--- src/rtl/ascon_pack.sv ---
// Shared definitions for the ASCON control path: FSM states and permutation round bounds.
package ascon_pack;

  typedef enum logic [2:0] {
    S_IDLE, S_INIT, S_WAIT_AD, S_AD, S_WAIT_PT, S_PT, S_FINAL, S_DONE
  } state_t;

  localparam int          NB_ROUNDS_A   = 12;
  localparam logic [3:0]  ROUND_B_START = 4'd6;  // p^b runs the last 6 round constants

endpackage

--- src/rtl/ascon_fsm_ctrl_round_counter.sv ---
// Round-constant index counter: load 0 for p^a, load 6 for p^b, then count up and stop at LAST.
module round_counter
  import ascon_pack::*;
#(
  parameter logic [3:0] LAST = 4'd11
) (
  input  logic       clock_i,
  input  logic       reset_i,
  input  logic       init_a,
  input  logic       init_b,
  input  logic       en,
  output logic [3:0] round
);

  logic [3:0] r_round;

  always_ff @(posedge clock_i) begin
    if (reset_i)                     r_round <= 4'd0;
    else if (init_a)                 r_round <= 4'd0;
    else if (init_b)                 r_round <= ROUND_B_START;
    else if (en && r_round != LAST)  r_round <= r_round + 4'd1;
  end

  assign round = r_round;

endmodule

--- src/rtl/ascon_fsm_ctrl.sv ---
// ASCON AEAD control FSM: sequences init, associated data, plaintext blocks and finalization,
// and decodes the datapath mux/xor/enable controls from state and round index.
module ascon_fsm_ctrl #(
  parameter int NB_PT_BLOCKS = 4,
  parameter int NB_ROUNDS_A  = 12
) (
  input  logic       clock_i,
  input  logic       reset_i,
  input  logic       start_i,
  input  logic       data_valid_i,
  output logic [3:0] round_o,
  output logic       sel_init_o,
  output logic       xor_begin_data_o,
  output logic       xor_begin_key_o,
  output logic       bypass_xor_end_o,
  output logic       mode_xor_key_o,
  output logic       en_state_o,
  output logic       en_cipher_o,
  output logic       en_tag_o,
  output logic       cipher_valid_o,
  output logic       busy_o,
  output logic       end_o
);
  import ascon_pack::*;

  localparam int             BW       = (NB_PT_BLOCKS > 1) ? $clog2(NB_PT_BLOCKS) : 1;
  localparam logic [3:0]     RND_LAST = 4'(NB_ROUNDS_A - 1);
  localparam logic [BW-1:0]  BLK_LAST = BW'(NB_PT_BLOCKS - 1);

  state_t        r_state, w_next;
  logic [BW-1:0] r_block;
  logic          r_cipher_valid;
  logic [3:0]    w_round;
  logic          w_last, w_init_a, w_init_b, w_en_rnd, w_blk_clr, w_blk_inc;

  round_counter #(.LAST(RND_LAST)) u_round (
    .clock_i (clock_i),
    .reset_i (reset_i),
    .init_a  (w_init_a),
    .init_b  (w_init_b),
    .en      (w_en_rnd),
    .round   (w_round)
  );

  assign w_last = (w_round == RND_LAST);

  always_ff @(posedge clock_i) begin
    if (reset_i) begin
      r_state        <= S_IDLE;
      r_block        <= '0;
      r_cipher_valid <= 1'b0;
    end else begin
      r_state        <= w_next;
      r_cipher_valid <= en_cipher_o;
      if (w_blk_clr)      r_block <= '0;
      else if (w_blk_inc) r_block <= r_block + 1'b1;
    end
  end

  always_comb begin
    w_next    = r_state;
    w_init_a  = 1'b0;
    w_init_b  = 1'b0;
    w_en_rnd  = 1'b0;
    w_blk_clr = 1'b0;
    w_blk_inc = 1'b0;
    case (r_state)
      S_IDLE, S_DONE: if (start_i) begin w_next = S_INIT; w_init_a = 1'b1; end
      S_INIT: begin
        w_en_rnd = 1'b1;
        if (w_last) w_next = S_WAIT_AD;
      end
      S_WAIT_AD: if (data_valid_i) begin w_next = S_AD; w_init_b = 1'b1; end
      S_AD: begin
        w_en_rnd = 1'b1;
        if (w_last) begin w_next = S_WAIT_PT; w_blk_clr = 1'b1; end
      end
      // The last plaintext block is absorbed by the finalization permutation itself.
      S_WAIT_PT: if (data_valid_i) begin
        if (r_block == BLK_LAST) begin w_next = S_FINAL; w_init_a = 1'b1; end
        else                     begin w_next = S_PT;    w_init_b = 1'b1; end
      end
      S_PT: begin
        w_en_rnd = 1'b1;
        if (w_last) begin w_next = S_WAIT_PT; w_blk_inc = 1'b1; end
      end
      S_FINAL: begin
        w_en_rnd = 1'b1;
        if (w_last) w_next = S_DONE;
      end
      default: w_next = S_IDLE;
    endcase
  end

  always_comb begin
    sel_init_o       = 1'b0;
    xor_begin_data_o = 1'b0;
    xor_begin_key_o  = 1'b0;
    bypass_xor_end_o = 1'b1;
    mode_xor_key_o   = 1'b0;
    en_state_o       = 1'b0;
    en_cipher_o      = 1'b0;
    en_tag_o         = 1'b0;
    case (r_state)
      S_IDLE: mode_xor_key_o = 1'b1;
      S_INIT: begin
        en_state_o = 1'b1;
        sel_init_o = (w_round == 4'd0);
        if (w_last) begin bypass_xor_end_o = 1'b0; mode_xor_key_o = 1'b1; end
      end
      S_AD: begin
        en_state_o       = 1'b1;
        xor_begin_data_o = (w_round == ROUND_B_START);
        if (w_last) bypass_xor_end_o = 1'b0;
      end
      S_PT: begin
        en_state_o = 1'b1;
        if (w_round == ROUND_B_START) begin xor_begin_data_o = 1'b1; en_cipher_o = 1'b1; end
      end
      S_FINAL: begin
        en_state_o = 1'b1;
        if (w_round == 4'd0) begin
          xor_begin_data_o = 1'b1;
          xor_begin_key_o  = 1'b1;
          en_cipher_o      = 1'b1;
        end
        if (w_last) begin bypass_xor_end_o = 1'b0; mode_xor_key_o = 1'b1; en_tag_o = 1'b1; end
      end
      default: ;
    endcase
  end

  assign round_o        = w_round;
  assign cipher_valid_o = r_cipher_valid;
  assign busy_o         = (r_state != S_IDLE) && (r_state != S_DONE);
  assign end_o          = (r_state == S_DONE);

endmodule
--- config.mk ---
export PLATFORM = sky130hd
export DESIGN_NAME = ascon_fsm_ctrl
export DESIGN_NICKNAME = d
export VERILOG_FILES = /design/src/rtl/ascon_pack.sv /design/src/rtl/ascon_fsm_ctrl_round_counter.sv /design/src/rtl/ascon_fsm_ctrl.sv
export SDC_FILE = /design/constraint.sdc
export NUM_CORES = 1
export LEC_CHECK = 0
export CORE_MARGIN = 10
export CORE_UTILIZATION = 56
export CTS_BUF_LIST = sky130_fd_sc_hd__clkbuf_8
export DETAILED_ROUTE_END_ITERATION = 10
export DONT_BUFFER_PORTS = 1
export PLACE_DENSITY_LB_ADDON = 0.08
export SLEW_MARGIN = 20
export SYNTH_ARGS = -nofsm -noshare
export SYNTH_HDL_FRONTEND = slang
export SYNTH_SLANG_ARGS = --single-unit
--- constraint.sdc ---
create_clock -name clock_i -period 1.6 [get_ports clock_i]
set_input_delay 0.16 -clock clock_i [delete_from_list [all_inputs] [get_ports clock_i]]
set_output_delay 0.16 -clock clock_i [all_outputs]
set_load 0.01 [all_outputs]
==> flow_results.xml, run 1 <==
<?xml version="1.0" encoding="UTF-8"?>
<metrics>
  <group name="status">
    <metric name="run_status" unit="">complete, no violations</metric>
  </group>
  <group name="logic_synthesis">
    <metric name="synth_simple_gate_area_share" unit="%">30.86</metric>
    <metric name="syn_area" unit="um^2">758.2</metric>
    <metric name="yosys.area_share.adder" unit="%">8.251</metric>
    <metric name="synth_cells" unit="">97</metric>
    <metric name="total_number_of_yosys_warnings" unit="">0</metric>
    <metric name="synth.distinct_cells" unit="">34</metric>
    <metric name="synth_top_area_cell" unit="">dfxtp_1</metric>
    <metric name="post_synth_main_area_contributors" unit="">dfxtp_1 26%, ha_1 8.3%, a21oi_1 5.9%</metric>
    <metric name="synth_compound_area_share" unit="%">22.11</metric>
    <metric name="synth_mux_area_share" unit="%">4.125</metric>
    <metric name="synthesis_stage_register_bit_count" unit="">10</metric>
    <metric name="synth.avg_cell_area" unit="um^2">7.817</metric>
    <metric name="synth_top_cell_area_share" unit="%">26.40</metric>
    <metric name="xor_xnor_portion_of_the_synthesized_cell_area" unit="%">2.310</metric>
    <metric name="synth-seq-area-share" unit="%">26.40</metric>
    <metric name="synthesis.nets" unit="">106</metric>
    <metric name="largest_family_of_logic_cells_by_synthesized_area" unit="">simple AND/OR/NAND/NOR gates</metric>
  </group>
  <group name="min_path">
    <metric name="worst_hold_path_type" unit="">input port to register</metric>
  </group>
  <group name="clock_tree">
    <metric name="cts-buffers-inserted" unit="">3</metric>
    <metric name="tritoncts" unit="">built</metric>
    <metric name="cts.root.buffer_cell" unit="">clkbuf_8</metric>
    <metric name="htree_num_levels" unit="">1</metric>
    <metric name="clock_path_buffers" unit="">2</metric>
    <metric name="clock_sinks" unit="">10</metric>
    <metric name="clkSlewWorstSetupHoldPaths" unit="ps">50</metric>
    <metric name="clock_insertion_delay_worst_skew" unit="ps">240</metric>
  </group>
  <group name="power">
    <metric name="static-leakage-power" unit="nW">0.4323</metric>
    <metric name="pwr_density_cell" unit="nW/um^2">1374</metric>
    <metric name="ir_worst_vdd" unit="mV">0.8410</metric>
    <metric name="total_power" unit="mW">1.358</metric>
  </group>
  <group name="worst_setup_path">
    <metric name="crit_path_max_fanout" unit="">4</metric>
    <metric name="worst_ep_arrival" unit="ps">1670</metric>
    <metric name="timing.critical_path.to_type" unit="">register</metric>
    <metric name="critical_path_buf_inv_count" unit="">0</metric>
    <metric name="timing.critical_path.from_type" unit="">register</metric>
    <metric name="worstPathRequired" unit="ps">1720</metric>
    <metric name="crit_path_cell_trace" unit="">and3b_4 &gt; or2_4 &gt; a221oi_2 &gt; mux2_1</metric>
    <metric name="critical-path-top-delay-family" unit="">simple AND/OR/NAND/NOR gates</metric>
    <metric name="critical_path.slowest_cell" unit="">dfxtp_2</metric>
    <metric name="max_stage_delay" unit="ps">340</metric>
    <metric name="crit_type" unit="">register to register</metric>
  </group>
  <group name="sta">
    <metric name="final_critical_path_setup_slack" unit="ps">57.78</metric>
    <metric name="finalSetupViolations" unit="">0</metric>
    <metric name="maxClockFrequency" unit="MHz">648.4</metric>
    <metric name="whs" unit="ps">85.27</metric>
    <metric name="finalCriticalPeriod" unit="ps">1542</metric>
    <metric name="rsz_0062_raised_after_global_routing" unit="">false</metric>
    <metric name="timing.setup.tns" unit="ps">0</metric>
    <metric name="tightest_slew" unit="ps">375.1</metric>
    <metric name="timing.slew.headroom" unit="%">74.94</metric>
    <metric name="finalHoldViolCount" unit="">0</metric>
    <metric name="finClkSkew" unit="ps">2.618</metric>
    <metric name="finalCritPeriodShare" unit="%">96.39</metric>
    <metric name="final-max-slew-violation-count" unit="">0</metric>
  </group>
  <group name="route">
    <metric name="drt_drc_violations_left" unit="">0</metric>
    <metric name="route.detailed.vias_per_inst" unit="">5.878</metric>
    <metric name="finalWirelength" unit="mm">2.032</metric>
    <metric name="routed-via-count" unit="">770</metric>
    <metric name="drt.antenna.violating_nets" unit="">0</metric>
    <metric name="count_of_routing_violations_after_the_opening_detailed_route_iteration" unit="">10</metric>
    <metric name="wl_per_cell" unit="um">15.51</metric>
    <metric name="detail_route.first_pass.iterations" unit="">4</metric>
  </group>
  <group name="placed_design">
    <metric name="detailed_place_hpwl" unit="mm">1.573</metric>
    <metric name="io_buffers" unit="">0</metric>
    <metric name="placed_cells_incl_taps" unit="">125</metric>
    <metric name="gp_congestion" unit="">0.7966</metric>
    <metric name="dp_worst_setup_slack" unit="ps">5.952</metric>
    <metric name="dpl-instance-area" unit="um^2">887.1</metric>
  </group>
  <group name="floorplan">
    <metric name="dieWidth" unit="um">56.80</metric>
    <metric name="initial_core_util" unit="%">59.01</metric>
    <metric name="core_footprint" unit="um^2">1285</metric>
    <metric name="die_y" unit="um">56.80</metric>
    <metric name="placementRows" unit="">13</metric>
    <metric name="pin_count" unit="">19</metric>
    <metric name="full_die_area" unit="um^2">3226</metric>
  </group>
  <group name="layout">
    <metric name="commonest_non_fill_non_tap_cell_in_the_layout" unit="">buf_4</metric>
    <metric name="insertedDiodeCount" unit="">0</metric>
    <metric name="final_cell_count_no_fill" unit="">131</metric>
    <metric name="final_cell_area" unit="um^2">988.4</metric>
    <metric name="final_nets" unit="">126</metric>
    <metric name="finalCoreUtilization" unit="%">76.92</metric>
    <metric name="area_delta_synth_final" unit="%">30.36</metric>
    <metric name="layout_common_cells" unit="">19 x buf_4, 10 x nor2_1, 9 x a21oi_1</metric>
    <metric name="drive_gt1_share" unit="%">34.48</metric>
  </group>
  <group name="run">
    <metric name="cap_viol_max_count" unit="">0</metric>
  </group>
  <group name="global_route">
    <metric name="grt_start_max_net_pins" unit="">13</metric>
    <metric name="grt_pass1_vias" unit="">805</metric>
    <metric name="antenna_violations_before_repair" unit="">0</metric>
    <metric name="grt_first_pass_wirelength" unit="mm">3.498</metric>
    <metric name="globalRouteTotalUtil" unit="%">13.05</metric>
    <metric name="grt_overflow_total" unit="">0</metric>
  </group>
</metrics>
layer usage:
metal	vias up	GRT usage (%)	routed length, um	part of all wire [%]
met1	361	14.48	889	44
met4	0	5.369	25	1.2
met5	-	0	0	0
met2	16	21.00	965	47
met3	4	5.843	151	7.4
li1	389	-	-	-
state kept, by name, indices dropped and copies added, names as in the netlist:
signal and count:
r_state 3, r_block 2, u_round.round 4, cipher_valid_o 1
worst paths after layout:
check	start	end	slack, ps	cells past startpoint
hold / removal	reset_i	r_state[1]$_SDFFE_PP0P_	90	2
setup / recovery	r_state[0]$_SDFFE_PP0P_	r_state[0]$_SDFFE_PP0P_	60	4
setup reg to reg	r_state[0]$_SDFFE_PP0P_	r_state[0]$_SDFFE_PP0P_	60	4
hold reg to reg	r_block[0]$_SDFFE_PP0P_	r_block[0]$_SDFFE_PP0P_	550	2
report_power, final:
part           internal (mW)  switching [mW]  total, mW
Sequential             0.300          0.0353      0.335
Combinational          0.319           0.380      0.699
Clock                  0.217           0.106      0.323
Yosys cell counts:
| cell type | count |
|---|---|
| ha_1 | 5 |
| clkbuf_1 | 1 |
| buf_4 | 1 |
| mux2i_1 | 2 |
| nor3_1 | 5 |
| o31ai_1 | 1 |
| dfxtp_1 | 10 |
| xnor2_1 | 1 |
| o21ai_0 | 5 |
| a2111oi_1 | 1 |
| a211oi_1 | 1 |
| nand2_1 | 3 |
| nor2b_1 | 6 |
| and3b_1 | 1 |
| o2111ai_1 | 2 |
| a22oi_1 | 1 |
| a221oi_2 | 1 |
| o21ai_1 | 2 |
| and3_1 | 1 |
| and4_1 | 1 |
| buf_2 | 3 |
| nor4bb_1 | 1 |
| a21o_1 | 2 |
| nor2_1 | 11 |
| or2_4 | 1 |
| inv_1 | 5 |
| mux2_1 | 1 |
| or2_2 | 1 |
| a21boi_1 | 1 |
| a21oi_1 | 9 |
| xor2_1 | 1 |
| and3b_4 | 1 |
| nand3_1 | 4 |
| nand3b_1 | 5 |
area by class of cell:
cell class              instances  area [um^2]
repair buffers                 20        152.6
flip-flops and latches         10        206.4
multi-input cells              77        536.8
well taps                      15        18.77
clock buffers                   4        55.05
fillers                       104        296.5
inverters                       5        18.77
what timing repair did:
action,4_1_cts,5_1_grt
hold buffers,1,0
gates resized for setup,2,11
buffers inserted,0,1
hold endpoints to repair,4,0
setup endpoints to repair,2,3
pin swaps,0,1
cells by family (layout without fill, tap and decap cells):
family	count (synthesis)	count (layout)
flops	10	10
fa+ha+maj	5	5
simple gates	41	41
buf+inv	10	29
xor+xnor	2	2
compound gates	26	26
mux	3	3
No activity file was read; power rests on OpenSTA's default activity.
==> run 2, diff against run 1 <==
--- a/config.mk
+++ b/config.mk
@@ -5,6 +5,7 @@
 export SDC_FILE = /design/constraint.sdc
 export NUM_CORES = 1
 export LEC_CHECK = 0
+export ABC_CLOCK_PERIOD_IN_PS = 1600
 export CORE_MARGIN = 10
 export CORE_UTILIZATION = 56
 export CTS_BUF_LIST = sky130_fd_sc_hd__clkbuf_8
==> results of run 2 <==
Same layout as run 1: the final DEF is identical, and so are final timing and power.
==> variant, RTL diff (config.mk and constraints of run 1) <==
Make the reset (`reset_i`) asynchronous in 2 clocked blocks.
--- a/src/rtl/ascon_fsm_ctrl_round_counter.sv
+++ b/src/rtl/ascon_fsm_ctrl_round_counter.sv
@@ -16,3 +16,3 @@
 
-  always_ff @(posedge clock_i) begin
+  always_ff @(posedge clock_i or posedge reset_i) begin
     if (reset_i)                     r_round <= 4'd0;
--- a/src/rtl/ascon_fsm_ctrl.sv
+++ b/src/rtl/ascon_fsm_ctrl.sv
@@ -46,3 +46,3 @@
 
-  always_ff @(posedge clock_i) begin
+  always_ff @(posedge clock_i or posedge reset_i) begin
     if (reset_i) begin
Function: differs if reset_i is asserted again (counterexample within 4 cycles, from zero or initial values and one cycle with reset_i high); with reset_i held inactive, the same outputs for 10 cycles.
==> variant against run 1 <==
The run now ends with negative setup slack left; power up 46%; synthesized area increased by 6.3%; critical path depth is 2 higher; via count up 2.5%; worst setup slack worse by 0.060 ns; sequential cell count unchanged; combinational power grew 73%; routed wire length rose by 15%; design area increased by 8.4%; critical path type is now flop to output port.
==> variant: results (changes against run 1) <==
| Metric | Value |
|---|---|
| Result of the run | `complete, but fails checks` |
| Violations in the final reports | `negative setup slack` |
| Count of distinct cell types in the synthesized netlist | `42 (+24%)` |
| Kind of cell adding the most delay to the critical path | `flip-flops` |
| Final-layout clock-cell area share | `5.14% (-0.43 points)` |
| Count of vias placed by the detailed router | `789 (+2.5%)` |
| Net count of the finished layout | `124 (-1.6%)` |
| GRT met3 Usage | `5.45% (-0.40 points)` |
| Switching Power | `0.856 mW (+64%)` |
| Detailed Place HPWL | `1.52 mm (-3.1%)` |
| Worst vdd ir | `0.00132 V (+57%)` |
| Share of the synthesized area in compound gates (AO/OA/AOI/OAI) | `22.2% (+0.093 points)` |
| CP max FO | `3 (-1)` |
| Count of inverters other than clock inverters in the layout | `6 (+1)` |
| Share of final layout cell area taken by non-clock buffers | `17.1% (+1.6 points)` |
| Routing usage on met1 | `16.1% (+1.6 points)` |
| Routed len/inst | `18.1 um (+17%)` |
| Number of global-route vias before repair | `711 (-12%)` |
| Fraction of layout instances using a drive strength above 1 | `37.7% (+3.2 points)` |
| Sequential cell area | `254 um2 (+23%)` |
| Adder and majority cell fraction of the synthesized area | `7.76% (-0.49 points)` |
| Slew at the pin closest to its max-slew limit | `0.417 ns (+0.0419 ns)` |
| Static Leak | `0.511 nW (+18%)` |
| DRC marker count from the first detailed-route iteration | `29 (+19)` |
| Slowest stage cell, crit path | `sky130_fd_sc_hd__dfrtp_2` |
| Async SR Flop Fraction | `100% (+100 points)` |
| Fin worst setup slack | `-0.00172 ns (-0.0595 ns)` |
| Setup violators final | `1 (+1)` |
| Portion of the post-synthesis area used by sequential elements | `31.1% (+4.7 points)` |
| Power dissipated in the clock network | `0.319 mW (-1%)` |
| Buffers outside the clock class | `23 (+15%)` |
| Place WS | `0.0558 ns (+0.0498 ns)` |
| Synthesized-area fraction occupied by xor and xnor cells | `2.17% (-0.14 points)` |
| PostCTS Resize Cnt | `3 (+1)` |
| Wire length of the first global-routing pass | `3.57 mm (+2.2%)` |
| Share of cell area taken by muxes after synthesis | `2.64% (-1.5 points)` |
| Count of buffers added by post-CTS timing repair for setup | `1 (+1)` |
[variant: cell count changes after synthesis, sizes merged, moves of 2 or more]
cell	change
nand2b	+2
nand3	+2
nand2	+3
nand3b	-3
dfxtp	-10
nand4b	+2
a21oi	-5
nor2	-5
dfrtp	+10
nor2b	-5
[variant: through the flow]
step                area, um2   TNS, ns
global placement          910         0
floorplan                 806         0
global route             1070    -0.206
finish                   1070  -0.00172
detailed placement        910         0
CTS                       993         0
[variant: final timing paths]
path / start / end / slack, ns / cells after the start
worst max register to register: r_block[0] / u_round.round[2] / 0.05 / 5
max in group asynchronous: reset_i / r_state[2] / 0.92 / 2
worst min-delay path: start_i / r_state[2] / 0.14 / 3
min in group asynchronous: reset_i / u_round.round[2] / 0.36 / 2
worst min register to register: r_block[1] / r_block[1] / 0.59 / 2
worst max-delay path: u_round.round[0] / en_cipher_o / -0.002 / 6
